[src/rtl/iter_mul_unit.sv]
// iter_mul_unit: iterative shift-add signed/unsigned multiplier with pipeline stall request
module iter_mul_unit #(
    parameter int WIDTH = 32
) (
    input  logic             clk,
    input  logic             reset,
    input  logic             start,
    input  logic             signed_op,
    input  logic [WIDTH-1:0] a,
    input  logic [WIDTH-1:0] b,
    input  logic             flush,
    output logic             stall_req,
    output logic             busy,
    output logic             done,
    output logic [WIDTH-1:0] result_hi,
    output logic [WIDTH-1:0] result_lo
);
    localparam int CW = $clog2(WIDTH);
    typedef enum logic [1:0] {IDLE, RUN, DONE} state_t;
    state_t             state;
    logic [CW-1:0]      count;
    logic [2*WIDTH-1:0] mcand, acc, acc_nxt, prod;
    logic [WIDTH-1:0]   mplier, abs_a, abs_b;
    logic               neg, accept;
    assign accept    = start & ~flush & (state == IDLE || state == DONE);
    assign stall_req = accept | (state == RUN);
    assign abs_a     = (signed_op & a[WIDTH-1]) ? -a : a;
    assign abs_b     = (signed_op & b[WIDTH-1]) ? -b : b;
    assign acc_nxt   = acc + (mplier[0] ? mcand : '0);
    // the final iteration's add feeds the result directly so done lands one cycle after it
    assign prod      = neg ? -acc_nxt : acc_nxt;
    always_ff @(posedge clk or posedge reset) begin
        if (reset) begin
            state     <= IDLE;
            count     <= '0;
            mcand     <= '0;
            mplier    <= '0;
            acc       <= '0;
            neg       <= 1'b0;
            busy      <= 1'b0;
            done      <= 1'b0;
            result_hi <= '0;
            result_lo <= '0;
        end else begin
            case (state)
                IDLE, DONE: begin
                    done  <= 1'b0;
                    busy  <= accept;
                    state <= accept ? RUN : IDLE;
                    if (accept) begin
                        mcand  <= {{WIDTH{1'b0}}, abs_a};
                        mplier <= abs_b;
                        acc    <= '0;
                        neg    <= signed_op & (a[WIDTH-1] ^ b[WIDTH-1]);
                        count  <= CW'(WIDTH - 1);
                    end
                end
                RUN: begin
                    if (flush) begin
                        state <= IDLE;
                        busy  <= 1'b0;
                    end else begin
                        acc    <= acc_nxt;
                        mcand  <= mcand << 1;
                        mplier <= mplier >> 1;
                        if (count == '0) begin
                            state                  <= DONE;
                            busy                   <= 1'b0;
                            done                   <= 1'b1;
                            {result_hi, result_lo} <= prod;
                        end else begin
                            count <= count - 1'b1;
                        end
                    end
                end
                default: begin
                    state <= IDLE;
                    busy  <= 1'b0;
                    done  <= 1'b0;
                end
            endcase
        end
    end
endmodule
[config.mk]
export PLATFORM = sky130hd
export DESIGN_NAME = iter_mul_unit
export DESIGN_NICKNAME = d
export VERILOG_FILES = /design/src/rtl/iter_mul_unit.sv
export SDC_FILE = /design/constraint.sdc
export NUM_CORES = 1
export LEC_CHECK = 0
export BUFFER_PORTS_ARGS = -buffer_cell sky130_fd_sc_hd__buf_2
export CORE_ASPECT_RATIO = 0.9
export CORE_MARGIN = 10
export CORE_UTILIZATION = 40
export DETAILED_ROUTE_END_ITERATION = 6
export HOLD_SLACK_MARGIN = 0.05
export PLACE_DENSITY = 0.69
export SLEW_MARGIN = 20
export SYNTH_ARGS = -nofsm -noshare
export SYNTH_HDL_FRONTEND = slang
export SYNTH_SLANG_ARGS = --single-unit
[constraint.sdc]
create_clock -name clk -period 7.65 [get_ports clk]
set_clock_uncertainty 0.1 [all_clocks]
set_input_delay 0.765 -clock clk [delete_from_list [all_inputs] [get_ports clk]]
set_output_delay 0.765 -clock clk [all_outputs]
set_load 0.01 [all_outputs]
Yosys cells after proc, flatten, opt, wreduce, memory -nomap -nowiden
Index checks and enable logic that the tools add are counted.

word-level totals
  output and inout bits = 67
  word-level logic and storage cells = 67
  flip-flop bits (word level) = 234
  input bits = 69

cells by class
  reduce and logical (&&, ||, !) cells = 10
  add/sub/neg operators = 5
  equal/unequal tests = 7
  mux-type cells = 27
  bitwise logic cells = 8

operators by type and width
  kind                 count
  $mux 64              6
  $pmux 64 s2          2
  $mux 32              4
  $add 64x64->64       1
  $neg 32->32          2
  $neg 64->64          1
  $pmux 32 s2          1
  $mux 5               3
  $pmux 5 s2           1
  $mux 1               6
  $ne 2x2->1 const B   3
  $reduce_and 3->1     2
  $and 1x1->1          5
  $logic_not 5->1      1
  $sub 5x1->5 const B  1
  $mux 2               2
  $pmux 2 s2           1
  $reduce_and 2->1     2
  $reduce_and 4->1     1
  $ne 3x2->1 const B   1
  $eq 2x1->1 const B   1
  $eq 2x2->1 const B   1
  $logic_not 2->1      1
  $ne 2x1->1 const B   1
  other kinds (7)      7

Logic depth before layout (Yosys ltp)
Gate-level depths: netlist (run 1).

  depth in word-level cells = 5
  mapped depth = 19
  gate-level depth less buffers = 16

Least setup slack after synthesis (run 1)
No wires, ideal clock.

  path type = register -> register
  start point = register mplier[0]
  end point = register result_hi[30]
  buffers on the path = 3
  data required time = 7.421 ns
  setup slack = 3.007 ns
  period minus slack after synthesis = 4.643 ns
  library setup time = 0.129 ns
  data arrival time = 4.414 ns
  cell stages (with the launch flop) = 20
  cell sequence = dfrtp_1 -> clkbuf_1 -> clkbuf_1 -> and2_1 -> ha_1 -> inv_1 -> fa_1 -> nand2b_1 -> a21o_1 -> a21oi_1 -> a21oi_1 -> o21ai_0 -> xor2_1 -> or4b_1 -> buf_2 -> nor4_2 -> nand4_2 -> o41ai_2 -> xor2_1 -> o21ai_1

on the way
  word-level cells in the longest chain between the ends = 4

ends and longest elaborated chain
  what                    line  RTL
  start, declared         23    logic [WIDTH-1:0] mplier, abs_a, abs_b;
  start signal, assigned  52    mplier <= abs_b;
  start signal, assigned  65    mplier <= mplier >> 1;
  $mux 64 *               29    assign acc_nxt = acc + (mplier[0] ? mcand : '0);
  $add 64x64->64 *        29
  $neg 64->64             31    assign prod = neg ? -acc_nxt : acc_nxt;
  $mux 64 *               31
  end signal, assigned    70    {result_hi, result_lo} <= prod;
  end, declared           15    output logic [WIDTH-1:0] result_hi,

Mark *: on every way between the ends. The rest lies on a longest branch, timed or not.
A chain may end at the register's enable or synchronous reset.

Worst setup path in the final report (run 1)
  start point = register mplier[0]
  end point = register result_hi[31]

The elaborated chain is that of the path after synthesis.

==> results of run 1 <==
-- critical path, delay by kind of cell, from the launching register on --
kind,cells,cell delay (ns)
simple gates,8,2.76
compound gates,4,1.45
flops,1,0.64
fa+ha+maj,2,0.58
xor+xnor,1,0.25
buf+inv,1,0.06
-- cells by family after synthesis --
| group | synth area share, % |
|---|---|
| simple gates | 21.2 |
| compound gates | 26.3 |
| flops | 34.8 |
| xor+xnor | 8.10 |
| buf+inv | 3.78 |
| fa+ha+maj | 5.19 |
| mux | 0.627 |
-- layout by cell type (no fill, tap or decap), types with 14 or more instances in the layout --
master and instances:
xor2_1 95, nand2_1 276, o21ai_0 228, or3_1 28, nor2_1 135, inv_1 31
nor4_1 21, buf_2 135, a21o_1 26, and2_1 76, o21a_1 16, dfrtp_1 232
a21oi_1 190, a22o_1 77, o31ai_1 30, ha_1 68, o211ai_1 14, nand3_1 26
clkbuf_16 27, nor3_1 32, o21ai_1 24, nand4_1 36, xnor2_1 60
-- registers in the layout (all words and copies together) (netlist names) --
name and flops:
result_hi 32, mplier 32, done 1, count 5, result_lo 32, mcand 64
neg 1, busy 1, acc 64, state 1
-- layer usage --
metal | track usage (%) | vias up
li1 | - | 7525
met4 | 3.40 | 10
met2 | 28.1 | 524
met5 | 0 | -
met3 | 4.02 | 61
met1 | 31.1 | 7457
-- layout make-up --
cell class | instances | area, µm²
clock inverter | 15 | 205
fill | 4098 | 22900
inverter | 32 | 128
timing repair buffer | 149 | 793
tap | 547 | 684
sequential | 233 | 5830
multi-input combinational | 1656 | 10300
antenna | 5 | 12.5
clock buffer | 34 | 722
-- synth_stat cells (5+ instances only) --
library cell,number
a211o_1,8
a211oi_1,10
a21boi_0,7
a21o_1,26
a21oi_1,190
a22o_1,77
a31o_2,5
a31oi_1,8
and2_1,76
and4_1,12
buf_1,8
buf_2,25
clkbuf_1,86
dfrtp_1,233
ha_1,68
inv_1,32
mux2i_1,6
nand2_1,277
nand2b_1,11
nand3_1,26
nand3b_1,6
nand4_1,36
nor2_1,137
nor2b_1,9
nor3_1,32
nor3b_1,6
nor4_1,21
nor4_2,6
o211ai_1,14
o21a_1,16
o21ai_0,228
o21ai_1,24
o21bai_1,6
o31ai_1,30
o41ai_1,10
or2_2,7
or3_1,28
or4_1,8
xnor2_1,60
xor2_1,95
-- worst max path at each step --
stage / start / endpoint / slack (ns) / cells past startpoint
global placement: mplier[0] / result_hi[31] / 2.07 / 16
finish: mplier[0] / result_hi[31] / 1.67 / 16
floorplan: reset / acc[0] / 0.40 / 1
CTS: mplier[0] / result_hi[31] / 1.79 / 16
detailed placement: mplier[0] / result_hi[31] / 1.84 / 16
global route: mplier[0] / result_hi[31] / 1.40 / 16
-- power by group through the flow --
stage	clock network [mW]	logic (mW)	registers, mW
floorplan	0	0.960	1.47
global placement	0	1.26	1.52
detailed placement	0	1.29	1.53
CTS	1.38	1.30	1.51
global route	1.43	1.46	1.53
finish	1.35	1.31	1.51
-- through the flow --
step	area (µm²)	std cells	utilization (%)	hold WS, ns
3_3_place_gp	17800	2617	42.7	0.358
5_1_grt	18700	2667	45.0	0.258
2_1_floorplan	16800	2044	-	0.345
3_5_place_dp	17800	2617	42.8	0.365
4_1_cts	18700	2666	45.0	0.262
6_report	18700	2671	45.0	0.184
==> metrics.md, run 1 <==
| Metric | Value |
|---|---|
| Maxcap violations | `0` |
| First drt pass iteration count | `6` |
| Slew @ Worst Pin | `0.967 ns` |
| Sw power | `1.55 mW` |
| Leak Pwr | `8.32 nW` |
| GRT Resource Usage Total | `20.1%` |
| CTS tree | `done` |
| Shortest period the worst path allows | `5.98 ns` |
| Switching Fraction | `37.0%` |
| DRT antenna net count | `0` |
| Status | `finished, final reports clean` |
| Drt total wl | `53.1 mm` |
| Sequential power share | `36.2%` |
| Worst Setup Start Kind | `flop` |
| WP data required | `7.98 ns` |
| TNS Setup | `0 ns` |
| Synthesized area | `16800 µm²` |
| CTS buffer count | `27` |
| P_int | `2.63 mW` |
| Post-synth top area cell | `dfrtp_1` |
| Port bufs | `135` |
| Cts repair resizes | `0` |
| Starting density of the core | `40.3%` |
| Total power | `4.18 mW` |
| Post-synth EDFFs | `0` |
| WL per Instance | `19.9 µm` |
| Post-synth cell types | `86` |
| FFs w/ async S/R, synth | `100%` |
| Clock slew at reported path FFs | `0.06 ns` |
| Hold WC Path Type | `input port to async pin` |
| Met1 WL | `26.6 mm` |
| Initial antenna violation count | `11` |
| Setup Buffers After CTS | `0` |
| Dpl ws | `1.84 ns` |
| Clk pwr share | `32.4%` |
| Via Count | `15577` |
| Top cells by area, synth | `dfrtp_1, o21ai_0, nand2_1` |
| Boundary Pins | `136` |
| Rows | `71` |
| Register area share after synthesis | `34.8%` |
| Crit path arrival time | `6.30 ns` |
| Area grow syn2layout | `11.6%` |
| R2r endpoint | `result_hi[31]` |
| H-Tree Depth | `1` |
| Met2 wire length | `21.4 mm` |
| Global-route wire length before repair | `83.4 mm` |
| R2R cell count | `16` |
| RSZ-0062 raised after global routing | `false` |
| FMAX | `167 MHz` |
| Routed met3 length | `4.22 mm` |
| Worst-skew pair later-pin latency | `0.56 ns` |
| CP dominant cell by count | `nor3_1` |
| Syn Inst Count | `2044` |
| Highest routed layer | `met5` |
| Slowest cell on the critical path | `dfrtp_1` |
| CP Capture Type | `flop` |
| Synth warn | `0` |
| # hold bufs at CTS | `0` |
| Syn_nets | `2182` |
| Max-slew violations | `0` |
| Final setup violation count | `0` |
| Clock Tree Root | `clkbuf_16` |
| Crit Path Max Fanout | `23` |
| Share of layout cells above drive strength 1 | `11.3%` |
| Reg2reg start | `mplier[0]` |
| Vias in the first global route | `14578` |
| Grt total ovfl | `0` |
| Layout Nets | `2237` |
| Final worst-path cycle share | `78.1%` |
| Area of the die | `50500 µm²` |
| Final WS setup | `1.67 ns` |
| Pwr per Cell Area | `223 nW/µm²` |
| Slowest stage delay, CP | `0.64 ns` |
| Pin count of the biggest net entering global routing | `137` |
| Die Width | `236 µm` |
| Synth top area share | `34.8%` |
| # DRC | `0` |
| Longest Clk Path Bufs | `3` |
| Drt initial violations | `1342` |
| DP Wirelength | `41.0 mm` |
| WS Path Type | `flop to flop` |
| Main synth FF type | `dfrtp_1` |
| Mapped Avg Cell Area | `8.20 µm²` |
| Reg2reg setup slack | `1.67 ns` |
| Seq cells post-synth | `233` |
| Comb power frac | `31.4%` |
| RePlAce Congestion | `0.983` |
| IR drop worst, VDD | `0.176 mV` |
| Critical path cell sequence | `and2_1 -> ha_1 -> inv_1 -> fa_1 -> nand2b_1 -> a21oi_1 -> o21ai_0 -> o21ai_1 -> xor2_1 -> nor3_1 -> nand4_1 -> or3_1 -> or2_2 -> nor3_1 -> a211o_1 -> nand3_1` |
| Vias per cell | `5.83` |
| Sink Count | `233` |
| Die H | `214 µm` |
| Core area | `41600 µm²` |
| Final Hold Fails | `0` |
| Slew headroom | `35.6%` |
Note: power is estimated with default switching activity, not from simulation.
==> run 2: changes to the inputs <==
PLACE_DENSITY = 0.67   (was 0.69)
clock period = 5.6 ns   (was 7.65 ns; I/O delays follow)
==> run 2 against run 1 <==
Final area up 1.9%; worst hold slack worse by 0.14 ns; first-iteration DRC count down 4.2%; final cell count up 1.7%; sequential cell count unchanged; core utilization up 0.87 points; critical path type unchanged.
==> metrics.md, run 2 (same netlist as run 1, synthesis figures left out) <==
| Metric | Value |
|---|---|
| Status | `finished, final reports clean` |
| Via Count | `15727` |
| Reg2reg start | `mplier[0]` |
| CTS tree | `done` |
| GRT busiest layer | `met1` |
| Final worst-path cycle share | `95.6%` |
| CP dominant cell by count | `o21ai_1` |
| Drt total wl | `54.5 mm` |
| Top Registers | `acc: 64 flops, mcand: 64 flops` |
| CTS buffer count | `26` |
| Final WS setup | `0.248 ns` |
| Slew @ Worst Pin | `1.02 ns` |
| WL per Instance | `20.0 µm` |
| Crit Path Max Fanout | `16` |
| IR drop worst, VDD | `0.259 mV` |
| GR Layer Usage met1 | `31.5%` |
| WP data required | `5.90 ns` |
| Initial antenna violation count | `11` |
| Dpl cell area | `18100 µm²` |
| Met2 Track Usage GR | `28.8%` |
| Area of the die | `50500 µm²` |
| Met3 Track Usage GR | `5.54%` |
| Most frequent cells in the layout | `nand2_1, dfrtp_1, o21ai_0, a21oi_1` |
| Clock Tree Root | `clkbuf_16` |
| Grt total ovfl | `0` |
| Final setup violation count | `0` |
| Dpl ws | `-0.0724 ns` |
| Leak Pwr | `8.54 nW` |
| Boundary Pins | `136` |
| Final instance area | `19100 µm²` |
| RSZ-0062 raised after global routing | `false` |
| WS Path Type | `flop to flop` |
| Port bufs | `135` |
| Hold WC Path Type | `input port to async pin` |
| Slowest cell on the critical path | `or4b_1` |
| Shortest period the worst path allows | `5.35 ns` |
| DP Wirelength | `42.0 mm` |
| Commonest non-fill, non-tap cell in the layout | `nand2_1` |
| Clock slew at reported path FFs | `0.06 ns` |
| RePlAce Congestion | `0.983` |
| Worst Hold Slack | `0.0453 ns` |
| # DRC | `0` |
| DRT antenna net count | `0` |
| Critical path cell sequence | `and2_1 -> ha_1 -> buf_4 -> a21oi_1 -> o21ai_1 -> a211oi_4 -> o211ai_2 -> xor2_1 -> a211oi_1 -> or4b_1 -> nor3_1 -> nand3_1 -> o41ai_1 -> xnor2_1 -> o21ai_1` |
| TNS Setup | `0 ns` |
| Filler cells | `4113` |
| H-Tree Depth | `1` |
| GRT Resource Usage Total | `20.8%` |
| CP Capture Type | `flop` |
| FMAX | `187 MHz` |
| Pin count of the biggest net entering global routing | `133` |
| Final Hold Fails | `0` |
| Worst-skew pair later-pin latency | `0.57 ns` |
| Multi-input combinational cell area | `10400 µm²` |
| Worst Setup Start Kind | `flop` |
| Starting density of the core | `40.3%` |
| Die H | `214 µm` |
| Core area | `41600 µm²` |
| Longest Clk Path Bufs | `3` |
| Slew headroom | `32.2%` |
| Layout Nets | `2284` |
| CP startpoint | `mplier[0]` |
| First drt pass iteration count | `6` |
| Max-slew violations | `0` |
| Rows | `71` |
| Die Width | `236 µm` |
| Share of layout cells above drive strength 1 | `13.3%` |
| Drt initial violations | `1285` |
| Sink Count | `233` |
| Crit path arrival time | `5.65 ns` |
| Sequential Area | `5830 µm²` |
| Global-route wire length before repair | `85.9 mm` |
| Area grow syn2layout | `13.8%` |
| Slowest stage delay, CP | `0.61 ns` |
| Vias in the first global route | `14945` |
| Maxcap violations | `0` |
| Pwr per Cell Area | `304 nW/µm²` |
| Vias per cell | `5.79` |
==> run 2: cell count changes in the layout (fill, tap and decap cells not counted), sizes merged <==
cell,change
bufinv,-1
buf,+48
clkinvlp,-2
inv,-4
clkbuf,+5
==> run 2: worst max-delay path, delay by kind of cell, from the launching register on <==
kind	cells	cell delay, ns
AOI/OAI and AO/OA	7	1.99
xor gates and xnor gates	2	0.44
adders and majority gates	1	0.31
buffers and inverters	1	0.18
DFF	1	0.52
and+or+nand+nor	4	1.61
==> run 2: power breakdown <==
part / switching (mW) / internal, mW
registers: 0.169 / 1.88
logic: 1.25 / 0.694
clock network: 0.721 / 1.08
total: 2.14 / 3.65
==> run 2: final timing paths <==
| check | end | slack, ns | cells past startpoint |
|---|---|---|---|
| min in group clk | mplier[31] | 0.19 | 3 |
| max in group asynchronous | neg | 4.11 | 4 |
| worst max register to register | result_hi[26] | 0.25 | 15 |
| worst min register to register | result_hi[4] | 0.37 | 2 |
| worst max-delay path | result_hi[26] | 0.25 | 15 |
| worst min-delay path | result_lo[12] | 0.05 | 3 |
==> run 2: metrics by stage <==
step                power, mW  instances  utilization [%]
floorplan                3.32       2044                -
global placement         3.94       2665             43.6
detailed placement       3.98       2665             43.6
CTS                      5.80       2712             45.8
global route             6.13       2713             45.9
finish                   5.79       2717             45.9
==> run 2: cell type report <==
cell class / instances / area share [%]
clock inverters: 8 / 0.735
clock buffers: 39 / 3.98
flip-flops and latches: 233 / 30.6
diodes: 5 / 0.0656
inverters: 32 / 0.649
multi-input cells: 1656 / 54.3
repair buffers: 197 / 6.11
well taps: 547 / 3.59
==> run 2: layer usage <==
layer	routed length, µm	up-vias
li1	-	7619
met1	27000	7484
met2	21700	546
met3	4780	66
met4	882	12
met5	68	-
==> run 2: repair_timing <==
item                       4_1_cts  5_1_grt
resized for setup                1        4
pin swaps                        0        1
hold buffers                     0        0
setup buffers                    0        0
setup endpoints to repair        5       25
==> run 3: changes to the inputs <==
SLEW_MARGIN = unset   (was 20)
clock period = 6.21 ns   (was 5.6 ns; I/O delays follow)
==> run 3 against run 2 <==
Via count fell by 0.45%; fmax fell by 8.8%; core utilization is 0.57 points lower; register-to-register slack improved by 0.09 ns; wire length decreased by 0.77%; global-route usage down 0.095 points; combinational power decreased by 14%; worst hold slack improved by 0.11 ns; critical path type unchanged; largest power group unchanged.
==> metrics.md, run 3 (same netlist as run 1, synthesis figures left out) <==
| Metric | Value |
|---|---|
| Maxcap violations | `0` |
| Sequential power share | `36.4%` |
| Slew headroom | `22.1%` |
| Dpl cells | `2635` |
| Layout Cells excl Fill | `2692` |
| CP Capture Type | `flop` |
| IR drop worst, VDD | `0.163 mV` |
| Final Hold Fails | `0` |
| Pwr per Cell Area | `273 nW/µm²` |
| Shortest period the worst path allows | `5.87 ns` |
| Cts repair resizes | `0` |
| Via Count | `15657` |
| CTS tree | `done` |
| Share of layout cells above drive strength 1 | `12.0%` |
| Max-slew violations | `0` |
| Setup Buffers After CTS | `0` |
| Rows | `71` |
| Top Registers | `acc: 64 flops, mcand: 64 flops` |
| Port bufs | `135` |
| Hold WC Path Type | `input port to async pin` |
| Final setup violation count | `0` |
| Core area | `41600 µm²` |
| Sink Count | `233` |
| Area grow syn2layout | `12.4%` |
| DRT antenna net count | `0` |
| Crit Path Max Fanout | `21` |
| # hold bufs at CTS | `0` |
| Vias in the first global route | `14701` |
| Vias per cell | `5.82` |
| Drt total wl | `54.0 mm` |
| RSZ-0062 raised after global routing | `false` |
| Longest Clk Path Bufs | `3` |
| GRT Resource Usage Total | `20.7%` |
| P_int | `3.23 mW` |
| Commonest non-fill, non-tap cell in the layout | `nand2_1` |
| Layout Nets | `2256` |
| Die H | `214 µm` |
| Worst-skew pair later-pin latency | `0.57 ns` |
| Comb power frac | `32.3%` |
| WL per Instance | `20.1 µm` |
| TNS Setup | `0 ns` |
| Boundary Pins | `136` |
| DP Wirelength | `41.6 mm` |
| Pin count of the biggest net entering global routing | `161` |
| Crit path arrival time | `6.20 ns` |
| Clock slew at reported path FFs | `0.06 ns` |
| H-Tree Depth | `1` |
| First drt pass iteration count | `6` |
| Die Width | `236 µm` |
| Starting density of the core | `40.3%` |
| Slew @ Worst Pin | `1.17 ns` |
| Filler cells | `4083` |
| Most frequent cells in the layout | `nand2_1, dfrtp_1, o21ai_0, a21oi_1` |
| WS Path Type | `flop to flop` |
| Leak Pwr | `8.40 nW` |
| Clk pwr share | `31.3%` |
| Global-route wire length before repair | `85.5 mm` |
| CTS buffer count | `28` |
| Area of the die | `50500 µm²` |
| Clock Tree Root | `clkbuf_16` |
| Worst Setup Start Kind | `flop` |
| WP data required | `6.54 ns` |
| Drt initial violations | `1279` |
| RePlAce Congestion | `0.985` |
| Final worst-path cycle share | `94.5%` |
| Status | `finished, final reports clean` |
| # DRC | `0` |
| Sw power | `1.91 mW` |
| Grt total ovfl | `0` |
| Switching Fraction | `37.1%` |
| FMAX | `170 MHz` |
| Initial antenna violation count | `11` |
==> run 3: worst paths after layout <==
kind | start | endpoint | slack, ns | depth (start not counted)
worst max-delay path | mplier[0] | result_hi[26] | 0.34 | 16
worst min-delay path | reset | acc[5] | 0.16 | 2
worst max register to register | mplier[0] | result_hi[26] | 0.34 | 16
worst min register to register | result_hi[12] | result_hi[12] | 0.38 | 2
max in group asynchronous | reset | acc[55] | 4.54 | 3
min in group clk | b[31] | mplier[31] | 0.26 | 3
==> run 3: cell type report <==
cell class | instances | area (µm²) | area share, %
multi-input cells | 1656 | 10300 | 54.9
flip-flops and latches | 233 | 5830 | 31.0
repair buffers | 167 | 953 | 5.06
clock buffers | 40 | 807 | 4.28
well taps | 547 | 684 | 3.63
inverters | 32 | 124 | 0.658
clock inverters | 9 | 82.6 | 0.438
diodes | 8 | 20.0 | 0.106
==> run 3: worst max-delay path, cell delays in order (launching register included) <==
cell	delay [ns]
dfrtp_1	0.69
and2_1	0.21
ha_1	0.18
inv_1	0.06
fa_1	0.43
nand2b_1	0.21
a21oi_1	0.41
o21ai_0	0.18
o21ai_1	0.46
xor2_1	0.27
nor3_1	0.64
nand4_1	0.17
nor3_1	0.44
nand3_1	0.32
o41ai_1	0.70
xnor2_1	0.19
o21ai_1	0.08
==> run 3: power groups by stage <==
stage | clock network, mW | logic [mW] | registers (mW)
after floorplan | 0 | 1.18 | 1.81
after global placement | 0 | 1.62 | 1.89
after detailed placement | 0 | 1.64 | 1.89
after CTS | 1.65 | 1.65 | 1.87
after global routing | 1.71 | 1.85 | 1.90
final | 1.61 | 1.66 | 1.87
==> run 3: through the flow <==
step                      instance area (µm²)  total power, mW  hold WS, ns  util [%]  setup slack [ns]
after floorplan                         16800             2.99        0.345         -              1.57
after global placement                  17900             3.50        0.358      43.1             0.620
after detailed placement                17900             3.53        0.370      43.1             0.526
after CTS                               18800             5.17        0.175      45.3             0.510
after global routing                    18800             5.45        0.221      45.3          0.000738
final                                   18800             5.14        0.156      45.3             0.339
==> run 3: metal layers <==
layer	vias to the layer above	share of wire (%)	global-route usage, %
met5	-	0.078	0
met4	8	1.8	3.97
met3	61	9.9	5.69
met2	587	38	27.8
met1	7433	50	31.9
li1	7568	-	-
